$ cat config.mk
export PLATFORM = sky130hd
export DESIGN_NAME = uart_tx_fifo
export DESIGN_NICKNAME = d
export VERILOG_FILES = /design/src/rtl/uart_tx_fifo.sv
export SDC_FILE = /design/constraint.sdc
export NUM_CORES = 1
export LEC_CHECK = 0
export ABC_AREA = 1
export BUFFER_PORTS_ARGS = -buffer_cell sky130_fd_sc_hd__buf_4
export CAP_MARGIN = 0
export CORE_UTILIZATION = 25
export CTS_CLUSTER_SIZE = 28
export DETAILED_ROUTE_END_ITERATION = 6
export GPL_TIMING_DRIVEN = 1
export HOLD_SLACK_MARGIN = 0.15
export MAX_ROUTING_LAYER = met4
export PLACE_DENSITY_LB_ADDON = 0.12
export SYNTH_ARGS = -nofsm -noshare
export SYNTH_HDL_FRONTEND = slang
export SYNTH_SLANG_ARGS = --single-unit
export TNS_END_PERCENT = 1
$ cat constraint.sdc
create_clock -name clk -period 5.35 [get_ports clk]
set_clock_uncertainty 0.1 [all_clocks]
set_input_delay 0.535 -clock clk [delete_from_list [all_inputs] [get_ports clk]]
set_output_delay 0.535 -clock clk [all_outputs]
set_load 0.02 [all_outputs]
$ cat src/rtl/uart_tx_fifo.sv
// Circular byte buffer that feeds UART_TX one word at a time.
// Each word stays stored until UART_TX reports it sent.
module uart_tx_fifo #(
    parameter int unsigned BITS       = 8,
    parameter int unsigned DEPTH_LOG2 = 4
) (
    input  logic                  clk,
    input  logic                  rst,
    input  logic                  wr_en,
    input  logic [BITS-1:0]       wr_data,
    output logic                  full,
    output logic                  empty,
    output logic [DEPTH_LOG2:0]   count,
    output logic                  overflow,
    output logic [BITS-1:0]       tx_data,
    output logic                  tx_data_ready,
    input  logic                  tx_data_sent
);

    localparam int unsigned DEPTH = 1 << DEPTH_LOG2;
    localparam logic [DEPTH_LOG2:0] FULL_COUNT = {1'b1, {DEPTH_LOG2{1'b0}}};

    typedef enum logic [1:0] {IDLE, PRESENT, WAIT_SENT, GAP} state_t;

    state_t                 state, state_next;
    logic [BITS-1:0]        mem [DEPTH];
    logic [DEPTH_LOG2-1:0]  head, tail;
    logic                   push, pop, load, ready_next;
    logic [DEPTH_LOG2:0]    count_next;

    always_comb begin
        state_next = state;
        ready_next = tx_data_ready;
        load       = 1'b0;
        pop        = 1'b0;
        case (state)
            IDLE: begin
                ready_next = 1'b0;
                if (!empty) begin
                    load       = 1'b1;
                    ready_next = 1'b1;
                    state_next = PRESENT;
                end
            end
            PRESENT: begin
                ready_next = 1'b1;
                state_next = WAIT_SENT;
            end
            WAIT_SENT: begin
                ready_next = 1'b1;
                if (tx_data_sent) begin
                    pop        = 1'b1;
                    ready_next = 1'b0;
                    state_next = GAP;
                end
            end
            GAP: begin
                ready_next = 1'b0;
                state_next = IDLE;
            end
            default: begin
                ready_next = 1'b0;
                state_next = IDLE;
            end
        endcase
    end

    // full is the registered flag, so a write coinciding with a pop while full is still dropped
    always_comb begin
        push = wr_en && !full;
        case ({push, pop})
            2'b10:   count_next = count + 1'b1;
            2'b01:   count_next = count - 1'b1;
            default: count_next = count;
        endcase
    end

    always_ff @(posedge clk) begin
        if (push) begin
            mem[tail] <= wr_data;
        end
    end

    always_ff @(posedge clk or posedge rst) begin
        if (rst) begin
            state         <= IDLE;
            head          <= '0;
            tail          <= '0;
            count         <= '0;
            full          <= 1'b0;
            empty         <= 1'b1;
            overflow      <= 1'b0;
            tx_data       <= '0;
            tx_data_ready <= 1'b0;
        end else begin
            state         <= state_next;
            tx_data_ready <= ready_next;
            count         <= count_next;
            full          <= (count_next == FULL_COUNT);
            empty         <= (count_next == '0);
            if (push) begin
                tail <= tail + 1'b1;
            end
            if (pop) begin
                head <= head + 1'b1;
            end
            if (wr_en && full) begin
                overflow <= 1'b1;
            end
            if (load) begin
                tx_data <= mem[head];
            end
        end
    end

endmodule

## Word-level counts from Yosys, hierarchy flattened

Memories as Yosys holds them, arrays and structs flattened. A register that Yosys moved wholly into a read port is not among the register bits.
Cells that the tools add are included.

| word-level totals | value |
|---|---|
| register bits after elaboration | 19 |
| bits in writable memories | 128 |
| input port bits | 12 |
| output and inout bits | 17 |
| logic and storage cells | 39 |
| memories kept | 1 |

Memories:

| name | depth | bits a word | read ports | clocked after memory_dff | write ports | line | text |
|---|---|---|---|---|---|---|---|
| mem | 16 | 8 | 1 | 1 | 1 | 26 | `logic [BITS-1:0] mem [DEPTH];` |

| cells by class | value |
|---|---|
| add/sub/neg operators | 4 |
| equal/unequal tests | 8 |
| mux-type cells | 12 |
| reduce and logical (&&, ||, !) cells | 6 |

Operator list:

| cell | number |
|---|---|
| $pmux W5 S2 | 1 |
| $add A4 B1 Y4 const B | 2 |
| $pmux W2 S4 | 1 |
| $mux W1 | 7 |
| $eq A2 B2 Y1 const B | 3 |
| $add A5 B1 Y5 const B | 1 |
| $eq A5 B5 Y1 const B | 1 |
| $logic_not A5 Y1 | 1 |
| $sub A5 B1 Y5 const B | 1 |
| $eq A2 B1 Y1 const B | 2 |
| $mux W2 | 2 |
| $ne A2 B2 Y1 const B | 2 |
| $pmux W1 S4 | 1 |
| $logic_and A1 B1 Y1 | 2 |
| $logic_not A2 Y1 | 1 |
| $reduce_and A2 Y1 | 1 |
| $logic_not A1 Y1 | 1 |

## Depth between registers and ports, before layout

| logic depth | value |
|---|---|
| depth after elaboration | 5 |
| gate-level depth with buffers | 20 |
| mapped depth without buffers | 20 |

## Least setup slack after synthesis

OpenSTA, ideal clock, no wires.

| timing path | value |
|---|---|
| path type | reg-to-reg |
| start | reg state[0] |
| end | reg full |
| library setup time | 0.071 ns |
| arrival time | 1.980 ns |
| required time | 5.179 ns |
| setup slack | 3.198 ns |
| cell stages (with the launch flop) | 16 |
| path buffers | 0 |
| period minus slack after synthesis | 2.152 ns |
| path through | dfrtp_1 inv_1 ha_1 nand2_2 inv_4 nand2_4 nand2_1 nand2_1 inv_1 ha_1 nand2_1 o21ai_0 or2_2 nor2_1 nand3_1 nor2_1 |

| on the way | value |
|---|---|
| cells in the longest elaborated chain, start to end | 5 |
| elaborated cells on any way between the ends | 6 |
| those cells by class | 4 x eq/ne; 2 x mux |

RTL lines:

| what | line | text |
|---|---|---|
| from (decl) | 25 | `state_t state, state_next;` |
| from (signal assigned) | 96 | `state <= state_next;` |
| $eq A2 B2 Y1 * | 36 | `case (state)` |
| $mux W1 * | 36 |  |
| $eq A2 B1 Y1 / $eq A2 B2 Y1 (equally long branches) | 71 | `case ({push, pop})` |
| $pmux W5 S2 * | 71 |  |
| via count_next[1] | 29 | `logic [DEPTH_LOG2:0] count_next;` |
| $eq A5 B5 Y1 * | 99 | `full <= (count_next == FULL_COUNT);` |
| to (signal assigned) | 99 |  |
| to (decl) | 11 | `output logic full,` |

Mark *: on every way through the listed nets, which the timed path passes. The rest lies on a longest branch.
A chain may end at the register's enable or synchronous reset.

==> results.py <==
metrics = {
    "yosys": {
        "ys_ff_latch": 155,
        "postSynthAreaPerCell_um2": 12.2,
        "synth_warnings": 0,
        "synthArstFlopShare": 0.174,
        "yosysMostFrequentCell": "edfxtp_1",
        "synthCells": 528,
        "post-synth-top-area-cell": "edfxtp_1",
        "synth_edf_count": 128,
        "ys_seq_area_frac": 0.702,
        "netlist_area_um2": 6440,
        "synth_top_area_frac": 0.597,
        "synth_cell_type_count": 36,
        "synthesis.nets": 550,
        "ys.flop_type": "edfxtp_1",
        "synthTopCellsByCount": "128 x edfxtp_1, 80 x nor2_1, 69 x nand2_1, 64 x o21ai_0, 33 x inv_1",
        "ys_top_cells_by_area": "edfxtp_1 60%, dfrtp_1 10%, o21ai_0 5.0%, nor2_1 4.7%, nand2_1 4.0%",
    },
    "grt": {
        "antenna_found_initial": 0,
        "grt_pass1_wl_um": 25200,
        "grt_use_total": 0.136,
        "grt_max_degree": 72,
        "first_global_vias": 4113,
        "grt-ovfl-total": 0,
    },
    "cts": {
        "clkTransAtPathRegs_ns": 0.06,
        "cts_tree": "built",
        "clkSinkCount": 155,
        "clockBufferDepth": 2,
        "insertion_delay_ns": 0.42,
        "cts_made_buffers": 17,
        "htreeDepth": 4,
        "cts_root_buf": "clkbuf_16",
    },
    "power": {
        "internal_power_mw": 2.65,
        "power_density_nw_per_um2": 564,
        "ir_drop_mv": 0.322,
        "swShare": 0.379,
        "pwr-share-comb": 0.325,
        "leakage_nw": 2.73,
        "power.share.sequential": 0.391,
        "power.share.clock": 0.284,
        "switchingPower_mw": 1.62,
    },
    "timing": {
        "setup_viol": 0,
        "worstMarginPinSlew_ns": 1.12,
        "final_hold_viol_count": 0,
        "period_share": 0.464,
        "period_minus_slack_ns": 2.49,
        "rsz0062_at_grt": "no",
        "tns_ns": 0,
        "max_freq_ghz": 0.402,
        "maxSlewHeadroom": 0.250,
        "worst_hold_slack_ns": 0.244,
        "finalMaxSlewViolations": 0,
    },
    "setup_path": {
        "startpoint": "head[1]",
        "cp_cell_sequence": "buf_4 -> inv_1 -> o21ai_0 -> o221ai_1 -> nand3_1 -> nand2_1 -> nand2_1 -> nand2_1",
        "cp-end-kind": "register",
        "worstSetupStartpointType": "register",
        "crit_fanout": 33,
        "worst-setup-path-type": "reg -> reg",
        "reg2reg_setup_slack_ns": 2.86,
        "slowest_delay_ns": 0.86,
        "required_ns": 5.62,
        "r2r_start": "head[1]",
        "cp.arrival_ns": 2.75,
        "worstReg2RegEnd": "tx_data[0]",
        "crit_slowest_cell": "inv_1",
        "crit_path_end": "tx_data[0]",
        "worst_path_most_repeated_cell": "nand2_1",
        "reg2reg_depth": 8,
    },
    "routing": {
        "met2_length_um": 7940,
        "dr.max_layer_used": "met4",
        "drc": 0,
        "wl_per_cell_um": 18.1,
        "route.met3.wl_um": 518,
        "firstDrtPassIters": 4,
        "vias_per_cell": 4.52,
        "drtAntennaViolNets": 0,
        "drt_iter0_drc": 313,
        "drt-met1-wl_um": 7460,
        "routed_wl_um": 16300,
        "num_vias": 4063,
    },
    "job": {
        "max-cap-violations": 0,
    },
    "layout": {
        "nets": 578,
        "drive_gt1_frac": 0.139,
        "syn2layout_area_growth_pct": 17.5,
        "antenna_cells": 0,
        "fillers": 2568,
        "fin_util": 0.300,
    },
    "floorplanning": {
        "rows": 58,
        "die-area_um2": 26400,
        "die_h_um": 163,
        "initial_core_util": 0.255,
        "ios": 29,
        "fp.dieW_um": 163,
        "coreArea_um2": 25300,
    },
    "placed_design": {
        "numPortBuffers": 28,
        "dp_hpwl_um": 10200,
        "gp_congestion": 0.746,
    },
    "status": {
        "status": "completed",
    },
    "hold_path": {
        "hold_path.class": "in -> reg",
    },
}
-- worst max-delay path: cells and delay by family, from the launching register on --
family	cells	cell delay, ns
buf+inv	2	1.11
simple gates	4	0.36
flops	1	0.36
compound gates	2	0.48
-- sequential cells by signal, summed over array words and instances (netlist names), 2 cells and up --
name     cells
head         4
tx_data      8
mem        128
count        5
tail         4
state        2
-- power groups by stage --
stage / clock (mW) / sequential [mW] / combinational (mW)
after floorplan: 0 / 1.68 / 0.933
final: 1.21 / 1.67 / 1.39
after CTS: 1.23 / 1.67 / 1.42
after global placement: 0 / 1.70 / 1.40
after global routing: 1.29 / 1.69 / 1.57
after detailed placement: 0 / 1.70 / 1.41
-- final cells by class --
cell class                      instances  area, µm²  share of cell area
Clock inverter                         15        165              0.0218
Clock buffer                           17        425              0.0562
Tap cell                              330        413              0.0546
Sequential cell                       155       4520               0.597
Multi-Input combinational cell        312       1650               0.218
Timing Repair Buffer                   33        250              0.0331
Inverter                               37        141              0.0187
-- metrics by stage --
stage,worst slack [ns],instances,cell area [µm²],power (mW)
finish,2.86,899,7570,4.27
global route,2.64,899,7570,4.54
CTS,2.84,899,7570,4.32
detailed placement,2.84,866,6970,3.11
global placement,2.89,866,6970,3.10
floorplan,3.20,528,6440,2.61
-- metal layers --
metal | up-vias | GRT usage
met5 | - | -
met4 | 0 | 0.0549
met3 | 18 | 0.0298
met2 | 75 | 0.218
met1 | 2031 | 0.167
li1 | 1939 | -
-- cells by family (layout without fill, tap and decap cells) --
family	after synthesis	count (layout)	share of synthesized area
AND/OR/NAND/NOR	183	183	0.119
flip-flops	155	155	0.702
AO/OA/AOI/OAI	109	109	0.103
buffers and inverters	61	102	0.0416
adder cells (fa/ha/maj)	10	10	0.0194
XOR/XNOR	8	8	0.0120
multiplexers	2	2	0.00311
-- repair_timing --
item / CTS / global route
endpoints found under the hold margin: 26 / 0
gates resized for setup: 0 / 0
buffers inserted: 0 / 0
hold buffers: 1 / 0
-- cells in the final DEF (no fill, tap or decap), drive strengths merged, types with 4 or more instances in the layout --
| master | instances |
|---|---|
| xor2 | 7 |
| nand2 | 75 |
| clkbuf | 17 |
| inv | 42 |
| buf | 32 |
| nand3 | 24 |
| clkinv | 6 |
| o21ai | 67 |
| dfrtp | 26 |
| a21oi | 4 |
| o211ai | 7 |
| ha | 10 |
| o221ai | 22 |
| nor2 | 80 |
| edfxtp | 128 |
-- worst min path at each step --
stage,start,endpoint,cells after the start
floorplan,state[0],state[0],2
global placement,overflow,overflow,1
detailed placement,overflow,overflow,1
CTS,wr_en,overflow,2
global route,wr_en,overflow,2
finish,wr_en,overflow,2
No activity file was read; power rests on OpenSTA's default activity.
